## src/rtl/chacha_pkg.sv

```systemverilog
// chacha_pkg: shared types, step constants and the per-step descriptor table for the quarter-round sequencer.
package chacha_pkg;

    typedef enum logic [1:0] {IDLE, RUN, DONE} state_t;

    localparam logic [2:0] STEP_FIRST = 3'd0;
    localparam logic [2:0] STEP_LAST  = 3'd7;

    localparam logic [1:0] REG_A = 2'd0;
    localparam logic [1:0] REG_B = 2'd1;
    localparam logic [1:0] REG_C = 2'd2;
    localparam logic [1:0] REG_D = 2'd3;

    typedef struct packed {
        logic [1:0] dst;
        logic [1:0] src;
        logic       is_add;
        logic [4:0] rot;
    } step_desc_t;

    // Quarter-round schedule: dst op= src, either a lane add or an xor-rotate by rot.
    localparam step_desc_t STEPS [8] = '{
        '{dst: REG_A, src: REG_B, is_add: 1'b1, rot: 5'd0},
        '{dst: REG_D, src: REG_A, is_add: 1'b0, rot: 5'd16},
        '{dst: REG_C, src: REG_D, is_add: 1'b1, rot: 5'd0},
        '{dst: REG_B, src: REG_C, is_add: 1'b0, rot: 5'd12},
        '{dst: REG_A, src: REG_B, is_add: 1'b1, rot: 5'd0},
        '{dst: REG_D, src: REG_A, is_add: 1'b0, rot: 5'd8},
        '{dst: REG_C, src: REG_D, is_add: 1'b1, rot: 5'd0},
        '{dst: REG_B, src: REG_C, is_add: 1'b0, rot: 5'd7}
    };

endpackage

```

## src/rtl/chacha_add2x32.sv

```systemverilog
// chacha_add2x32: two independent 32-bit lane adds packed in 64 bits, no carry between lanes.
module chacha_add2x32 (
    input  logic [63:0] a,
    input  logic [63:0] b,
    output logic [63:0] sum
);

    assign sum = {a[63:32] + b[63:32], a[31:0] + b[31:0]};

endmodule

```

## src/rtl/chacha_qr_seq.sv

```systemverilog
// chacha_qr_seq: eight-step ChaCha quarter-round sequencer issuing xor-rotate steps to an external ISE datapath.
module chacha_qr_seq
    import chacha_pkg::*;
(
    input  logic        g_clk,
    input  logic        g_reset,
    input  logic        in_valid,
    output logic        in_ready,
    input  logic [63:0] in_a,
    input  logic [63:0] in_b,
    input  logic [63:0] in_c,
    input  logic [63:0] in_d,
    output logic        out_valid,
    input  logic        out_ready,
    output logic [63:0] out_a,
    output logic [63:0] out_b,
    output logic [63:0] out_c,
    output logic [63:0] out_d,
    output logic [63:0] ise_rs1,
    output logic [63:0] ise_rs2,
    output logic        ise_op_add,
    output logic        ise_op_xorrol_16,
    output logic        ise_op_xorrol_12,
    output logic        ise_op_xorrol_8,
    output logic        ise_op_xorrol_7,
    input  logic [63:0] ise_rd
);

    state_t     state, state_nxt;
    logic [2:0] step;
    logic [63:0] r [4];
    step_desc_t desc;
    logic [63:0] sum;
    logic       run, accept, xr;

    assign desc   = STEPS[step];
    assign run    = state == RUN;
    assign accept = in_valid && in_ready;
    assign xr     = run && !desc.is_add;

    assign out_a = r[REG_A];
    assign out_b = r[REG_B];
    assign out_c = r[REG_C];
    assign out_d = r[REG_D];

    chacha_add2x32 u_add (
        .a   (ise_rs1),
        .b   (ise_rs2),
        .sum (sum)
    );

    always_ff @(posedge g_clk or posedge g_reset) begin
        if (g_reset) state <= IDLE;
        else         state <= state_nxt;
    end

    always_comb begin
        state_nxt = (state == IDLE && in_valid)  ? RUN  :
                    (run && step == STEP_LAST)   ? DONE :
                    (state == DONE && out_ready) ? IDLE : state;
    end

    // ISE operands and opcodes depend only on registered state, so the ISE result is consumed in-cycle.
    always_comb begin
        in_ready         = state == IDLE;
        out_valid        = state == DONE;
        ise_rs1          = run ? r[desc.dst] : '0;
        ise_rs2          = run ? r[desc.src] : '0;
        ise_op_add       = run && desc.is_add;
        ise_op_xorrol_16 = xr && desc.rot == 5'd16;
        ise_op_xorrol_12 = xr && desc.rot == 5'd12;
        ise_op_xorrol_8  = xr && desc.rot == 5'd8;
        ise_op_xorrol_7  = xr && desc.rot == 5'd7;
    end

    always_ff @(posedge g_clk or posedge g_reset) begin
        if (g_reset) begin
            step <= STEP_FIRST;
            r    <= '{default: '0};
        end else if (accept) begin
            step     <= STEP_FIRST;
            r[REG_A] <= in_a;
            r[REG_B] <= in_b;
            r[REG_C] <= in_c;
            r[REG_D] <= in_d;
        end else if (run) begin
            step        <= step + 3'd1;
            r[desc.dst] <= desc.is_add ? sum : ise_rd;
        end
    end

endmodule

```

## config.mk

```make
export PLATFORM = sky130hd
export DESIGN_NAME = chacha_qr_seq
export DESIGN_NICKNAME = d
export VERILOG_FILES = /design/src/rtl/chacha_pkg.sv /design/src/rtl/chacha_add2x32.sv /design/src/rtl/chacha_qr_seq.sv
export SDC_FILE = /design/constraint.sdc
export NUM_CORES = 1
export LEC_CHECK = 0
export ABC_AREA = 1
export BUFFER_PORTS_ARGS = -buffer_cell sky130_fd_sc_hd__buf_4
export CORE_AREA = 5 5 275 277
export DETAILED_ROUTE_END_ITERATION = 7
export DIE_AREA = 0 0 280 282
export HOLD_SLACK_MARGIN = 0.1
export PLACE_DENSITY_LB_ADDON = 0.1
export SLEW_MARGIN = 10
export SYNTH_ARGS = -nofsm -noshare
export SYNTH_HDL_FRONTEND = slang
export SYNTH_SLANG_ARGS = --single-unit
```

## constraint.sdc

```tcl
create_clock -name g_clk -period 9.8 [get_ports g_clk]
set_clock_uncertainty 0.05 [all_clocks]
set_input_delay 0.49 -clock g_clk [delete_from_list [all_inputs] [get_ports g_clk]]
set_output_delay 0.49 -clock g_clk [all_outputs]
set_load 0.1 [all_outputs]
```

==> out/metrics.cfg, run 1 <==
[status]
status = complete, no violations

[sta]
min_period_ns = 5.94
clock.fmax_mhz = 168
setup_viol = 0
rsz0062_at_grt = no
slew-limit-headroom_pct = 34.6
fin_hold_ws_ns = 0.122
setup_tns_ns = 0
hold_violations = 0
timing_max_transition_violations_final = 0
min_period_over_period_pct = 60.7
worst_pin_slew_ns = 0.981

[route]
dr.first_iter.drc_count = 2240
drc = 0
detail-route-antenna-nets = 0
routedWlPerCell_microns = 24.8
wl_microns = 127000
viasPerCell = 5.24
first_pass_iters = 6
num_vias = 26700

[layout]
fillCellCount = 8041
area_delta_synth_final_pct = 37.0
nets = 4508
drive_gt1_share_pct = 20.7
seq_area_sq_um = 6540
most-common-layout-cells = 941 x nand2_1, 739 x buf_4, 542 x inv_1
final_cell_area_sq_um = 29500
multi_input_area_sq_um = 12100
layout.cells.non_filler = 5101
final_common_cell = nand2_1

[worst_setup_path]
r2r_slack_ns = 3.86
cp-start-kind = flip-flop
reg2reg_from = step[1]
r2r_cells = 17
cp-end-kind = flip-flop
critPathKind = flip-flop to flip-flop
critPathLaunch = step[1]
reg2reg_to = out_d[59]
cp.required_ns = 10.19
crit_end = out_d[59]
cp_data_arrival_time_ns = 6.34
critPathMaxFanout = 38

[placed_design]
numPortBuffers = 714
dp_cells = 4962
dpl-instance-area_sq_um = 27500
dp_hpwl_microns = 92400
place.gp.congestion = 0.977

[global_route]
grt_pass1_vias = 26600
grt_use_total_pct = 30.3
grt_max_degree = 154
overflow = 0
grt_pass1_wl_microns = 180000
antenna_found_initial = 8

[power]
irDropWorstVdd_mv = 0.105
leakagePower_nw = 14.8
fin_total_pwr_mw = 2.66
powerDensity_nw_per_um2 = 90.3

[clocking]
h-tree-depth = 2
clk_path_buf_depth = 3
cts_made_buffers = 37
post_cts_buffers = 0
clk_root_buffer_cell = clkbuf_16
cts_tree = built
clock_sinks = 261
cts_resized = 0
path_clk_slew_ns = 0.06
insertion_delay_ns = 0.56

[floorplan]
die_y_microns = 282
start_util_pct = 29.6
dieWidth_microns = 280
die_area_sq_um = 79000
floorplan.io_pins = 715
core-area_sq_um = 72600
rows = 99

[yosys]
synthCells = 3450
yosysUniqueCellTypes = 40
syn_area_sq_um = 21500
synth-seq-cells = 261
mappedNetlistNets = 3845
yosysWarnings = 0
avgSynthCellArea_sq_um = 6.23
ys_seq_area_share_pct = 30.4

[flow_run]
drv_cap = 0

[hold_path]
worstHoldPathType = input port to flip-flop

[stage by stage]
| stage | util [%] | worst slack (ns) |
|---|---|---|
| 6_report | 40.6 | 3.86 |
| 5_1_grt | 40.6 | 3.66 |
| 4_1_cts | 40.6 | 4.01 |
| 3_5_place_dp | 37.9 | 4.07 |
| 3_3_place_gp | 37.9 | 4.11 |
| 2_1_floorplan | - | 2.08 |
[registers in the layout, summed over array words and instances, names as in the netlist]
signal	cells
step	3
out_a	64
out_c	64
out_b	64
state	2
out_d	64
[per-layer routing]
layer	global-route usage (%)	part of all wire, %	up-vias
li1	-	-	12600
met1	37.7	40	12700
met2	52.6	49	1143
met3	5.20	7.1	254
met4	11.5	4.1	4
met5	0	0.021	-
[critical path, cell delays in order, from the launching register on]
cell     delay (ns)
dfrtp_4        0.93
inv_2          0.44
ha_4           0.80
inv_4          0.37
buf_4          0.43
a21oi_1        0.20
o21ai_0        0.10
a21oi_1        0.57
ha_1           0.45
nand2_1        0.17
nor2_1         0.21
nand2_1        0.11
nor4_1         0.22
nand2_1        0.12
nand3_1        0.08
nand3_1        0.24
nand3_1        0.18
nand2_1        0.07
[cell families after synthesis]
kind of cell | count (synthesis) | share of synthesized area (%)
adder cells (fa/ha/maj) | 71 | 4.20
flip-flops | 261 | 30.4
AO/OA/AOI/OAI | 867 | 22.0
multiplexers | 4 | 0.186
buffers and inverters | 746 | 13.5
XOR/XNOR | 19 | 0.774
AND/OR/NAND/NOR | 1482 | 29.0
[report_power, final]
part / total [mW] / internal [mW] / leakage, nW / switching [mW]
clock: 1.40 / 0.832 / 0.582 / 0.568
sequential: 1.08 / 1.08 / 3.60 / 0
combinational: 0.183 / 0.107 / 10.6 / 0.0754
[how the worst min path moves through the flow]
stage / start / end / slack, ns / cells after the start
floorplan: state[0] / state[0] / 0.50 / 2
global placement: out_c[42] / out_c[42] / 0.46 / 2
detailed placement: out_c[13] / out_c[13] / 0.47 / 2
CTS: in_c[9] / out_c[9] / 0.10 / 3
global route: in_d[46] / out_d[46] / 0.12 / 3
finish: in_d[13] / out_d[13] / 0.12 / 3
[layout make-up]
| cell class | count | share of cell area [%] |
|---|---|---|
| Clock buffer | 54 | 3.63 |
| Inverter | 559 | 7.23 |
| Timing Repair Buffer | 811 | 21.3 |
| Clock inverter | 9 | 0.425 |
| Sequential cell | 261 | 22.2 |
| Tap cell | 959 | 4.07 |
| Antenna cell | 5 | 0.0425 |
| Multi-Input combinational cell | 2443 | 41.1 |
[repair_timing]
action,in CTS,in global routing
hold endpoints to repair,144,0
setup endpoints to repair,0,0
hold buffers,71,0
[Yosys cell counts, drive strengths merged]
master / number / area share (%)
mux2i: 4 / 0.19
buf: 98 / 2.1
a22o: 8 / 0.33
xor2: 4 / 0.16
a31oi: 2 / 0.058
ha: 69 / 4.0
o21bai: 16 / 0.56
o22ai: 7 / 0.20
nand2: 948 / 17
clkinv: 2 / 0.035
nor4: 5 / 0.15
nor2: 102 / 1.9
and3: 5 / 0.15
nand4: 8 / 0.23
o21ai: 348 / 8.1
nand3: 356 / 8.3
nor3b: 1 / 0.035
o211ai: 43 / 1.5
a21oi: 389 / 9.1
xnor2: 15 / 0.61
nand3b: 4 / 0.14
clkbuf: 89 / 1.6
inv: 557 / 9.7
o221ai: 51 / 2.1
fa: 2 / 0.19
nor3: 6 / 0.14
a21o: 3 / 0.10
dfrtp: 261 / 30
or2: 47 / 1.4
Note: power is estimated with default switching activity, not from simulation.
==> run 2: changes to the inputs <==
clock period = 5.6 ns   (was 9.8 ns; I/O delays follow)
==> run 2 against run 1 <==
Against the previous run:
- routed wire length up 2.3%
- die area stayed put
- maximum frequency rose by 17%
- via count increased by 6.0%
- first-iteration DRC count decreased by 5.1%
- cell count up 7.8%
- non-clock buffer count rose by 397
- critical path depth grew 1
- setup slack worse by 3.4 ns
- register-to-register slack got worse by 3.4 ns
- combinational power increased by 140%
- sequential power up 75%
- critical endpoint is now out_d[60]
- largest cell class unchanged
==> out/metrics.cfg, run 2 (synthesized netlist as in run 1, its figures left out) <==
[status]
status = complete, no violations

[clocking]
clk_root_buffer_cell = clkbuf_16
cts_made_buffers = 37  ; unchanged
clk_path_buf_depth = 3  ; unchanged
post_cts_buffers = 0  ; unchanged
path_clk_slew_ns = 0.06  ; about the same
h-tree-depth = 2  ; unchanged
clock_sinks = 261  ; unchanged
insertion_delay_ns = 0.58  ; +0.02 ns
cts_resized = 0  ; unchanged
cts_tree = built

[sta]
hold_violations = 0  ; unchanged
min_period_ns = 5.10  ; -0.845 ns
slew-limit-headroom_pct = 29.2  ; -5.4 points
clock.fmax_mhz = 196  ; +17%
setup_tns_ns = 0  ; unchanged
timing_max_transition_violations_final = 0  ; unchanged
rsz0062_at_grt = no
worst_pin_slew_ns = 1.06  ; +0.0806 ns
min_period_over_period_pct = 91.1  ; +30 points
setup_viol = 0  ; unchanged

[layout]
seq_area_sq_um = 6540  ; unchanged
multi_input_area_sq_um = 12100  ; unchanged
drive_gt1_share_pct = 19.1  ; -1.6 points
most-common-layout-cells = 941 x nand2_1, 740 x buf_4, 542 x inv_1
area_delta_synth_final_pct = 55.8
final_common_cell = nand2_1
nets = 4905  ; +8.8%
fillCellCount = 7783  ; -3.2%
layout.cells.non_filler = 5499  ; +7.8%
fin_util_pct = 46.2  ; +5.6 points

[power]
switching_share_pct = 24.6  ; +0.44 points
p_seq_share_pct = 39.2  ; -1.3 points
irDropWorstVdd_mv = 0.166  ; +58%
p_sw_mw = 1.18  ; +84%
powerDensity_nw_per_um2 = 144  ; +59%
fin_total_pwr_mw = 4.81  ; +81%
p_clk_share_pct = 51.8  ; -0.8 points
p_int_mw = 3.63  ; +80%
leakagePower_nw = 17.0  ; +15%
comb_power_share_pct = 9.1  ; +2.2 points

[worst_setup_path]
reg2reg_to = out_d[60]
r2r_slack_ns = 0.50  ; -3.36 ns
critPathMaxFanout = 35  ; -7.9%
r2r_cells = 18  ; +1
reg2reg_from = step[0]
cp-end-kind = flip-flop
cp-start-kind = flip-flop
cp.required_ns = 6.01  ; -4.18 ns
critPathKind = flip-flop to flip-flop
cp_data_arrival_time_ns = 5.51  ; -0.83 ns

[hold_path]
min_from = ise_rd[5]
hold_depth = 3  ; unchanged
worstHoldPathType = input port to flip-flop
holdPathEnd = out_d[5]

[floorplan]
rows = 99  ; unchanged
die_area_sq_um = 79000  ; unchanged
floorplan.io_pins = 715  ; unchanged
core-area_sq_um = 72600  ; unchanged
start_util_pct = 29.6  ; unchanged
dieWidth_microns = 280  ; unchanged
die_y_microns = 282  ; unchanged

[placed_design]
dp_hpwl_microns = 93000  ; +0.59%
dp_cells = 4968  ; +0.12%
numPortBuffers = 714  ; unchanged
place.gp.congestion = 0.950  ; -2.7%

[route]
drc = 0  ; unchanged
wl_microns = 129000  ; +2.3%
viasPerCell = 5.15  ; -1.7%
dr.first_iter.drc_count = 2126  ; -5.1%
routedWlPerCell_microns = 23.5  ; -5.1%
detail-route-antenna-nets = 0  ; unchanged
num_vias = 28300  ; +6.0%
first_pass_iters = 8  ; +2

[global_route]
overflow = 0  ; unchanged
grt_pass1_vias = 28300  ; +6.4%
antenna_found_initial = 6  ; -2
grt_pass1_wl_microns = 187000  ; +3.9%
grt_max_degree = 175  ; +14%
grt_use_total_pct = 31.2  ; +0.95 points

[flow_run]
drv_cap = 0  ; unchanged

-- run 2: how the worst max path moves through the flow --
stage / start / to / slack (ns)
2_1_floorplan: step[0] / out_d[16] / 0.27
3_3_place_gp: step[0] / out_a[58] / 1.21
3_5_place_dp: step[0] / out_a[58] / 1.17
4_1_cts: step[0] / out_a[58] / 0.62
5_1_grt: step[0] / out_c[27] / 0.23
6_report: step[0] / out_d[60] / 0.50
-- run 2: per-layer routing --
| metal | vias to the layer above | GRT usage, % | share of wire [%] |
|---|---|---|---|
| li1 | 13400 | - | - |
| met1 | 13500 | 37.6 | 39 |
| met2 | 1127 | 56.0 | 50 |
| met3 | 298 | 5.37 | 6.6 |
| met4 | 8 | 11.4 | 4.2 |
| met5 | - | 0 | 0.036 |
-- run 2: what timing repair did --
| action | in CTS | in global routing |
|---|---|---|
| hold endpoints to repair | 287 | 0 |
| hold buffers | 462 | 0 |
| setup endpoints to repair | 0 | 0 |
-- run 2: metrics by stage --
stage / cell area [sq um] / setup WS, ns / hold WS (ns)
4_1_cts: 33500 / 0.616 / 0.100
6_report: 33500 / 0.500 / 0.120
5_1_grt: 33500 / 0.233 / 0.131
2_1_floorplan: 21500 / 0.268 / 0.357
3_5_place_dp: 27600 / 1.17 / 0.414
3_3_place_gp: 27600 / 1.21 / 0.415
-- run 2: layout make-up --
type / instances / share of cell area [%]
Clock inverter: 8 / 0.231
Inverter: 559 / 6.34
Clock buffer: 59 / 3.46
Multi-Input combinational cell: 2443 / 36.1
Sequential cell: 261 / 19.5
Tap cell: 959 / 3.58
Antenna cell: 2 / 0.0149
Timing Repair Buffer: 1208 / 30.7
-- run 2: critical path: stages (launching register included) --
cell and delay, ns:
dfrtp_4 0.57, inv_8 0.14, ha_4 0.55, clkinv_2 0.15
buf_4 0.27, a21oi_1 0.15, o21ai_0 0.15, a21oi_1 0.58
ha_1 0.35, nand2_1 0.12, nor2_1 0.32, nand2_1 0.24
nor2_1 0.14, nand2_1 0.15, nand3_1 0.13, nand3_1 0.16
nand3_1 0.15, nand2_1 0.06, dlygate4sd3_1 0.55
-- run 2: power by group through the flow --
stage          Sequential [mW]  Combinational (mW)  Clock (mW)
6_report                  1.89               0.436        2.49
5_1_grt                   1.89               0.464        2.60
4_1_cts                   1.89               0.435        2.54
3_5_place_dp              1.92               0.282           0
3_3_place_gp              1.92               0.282           0
2_1_floorplan             1.92              0.0596           0
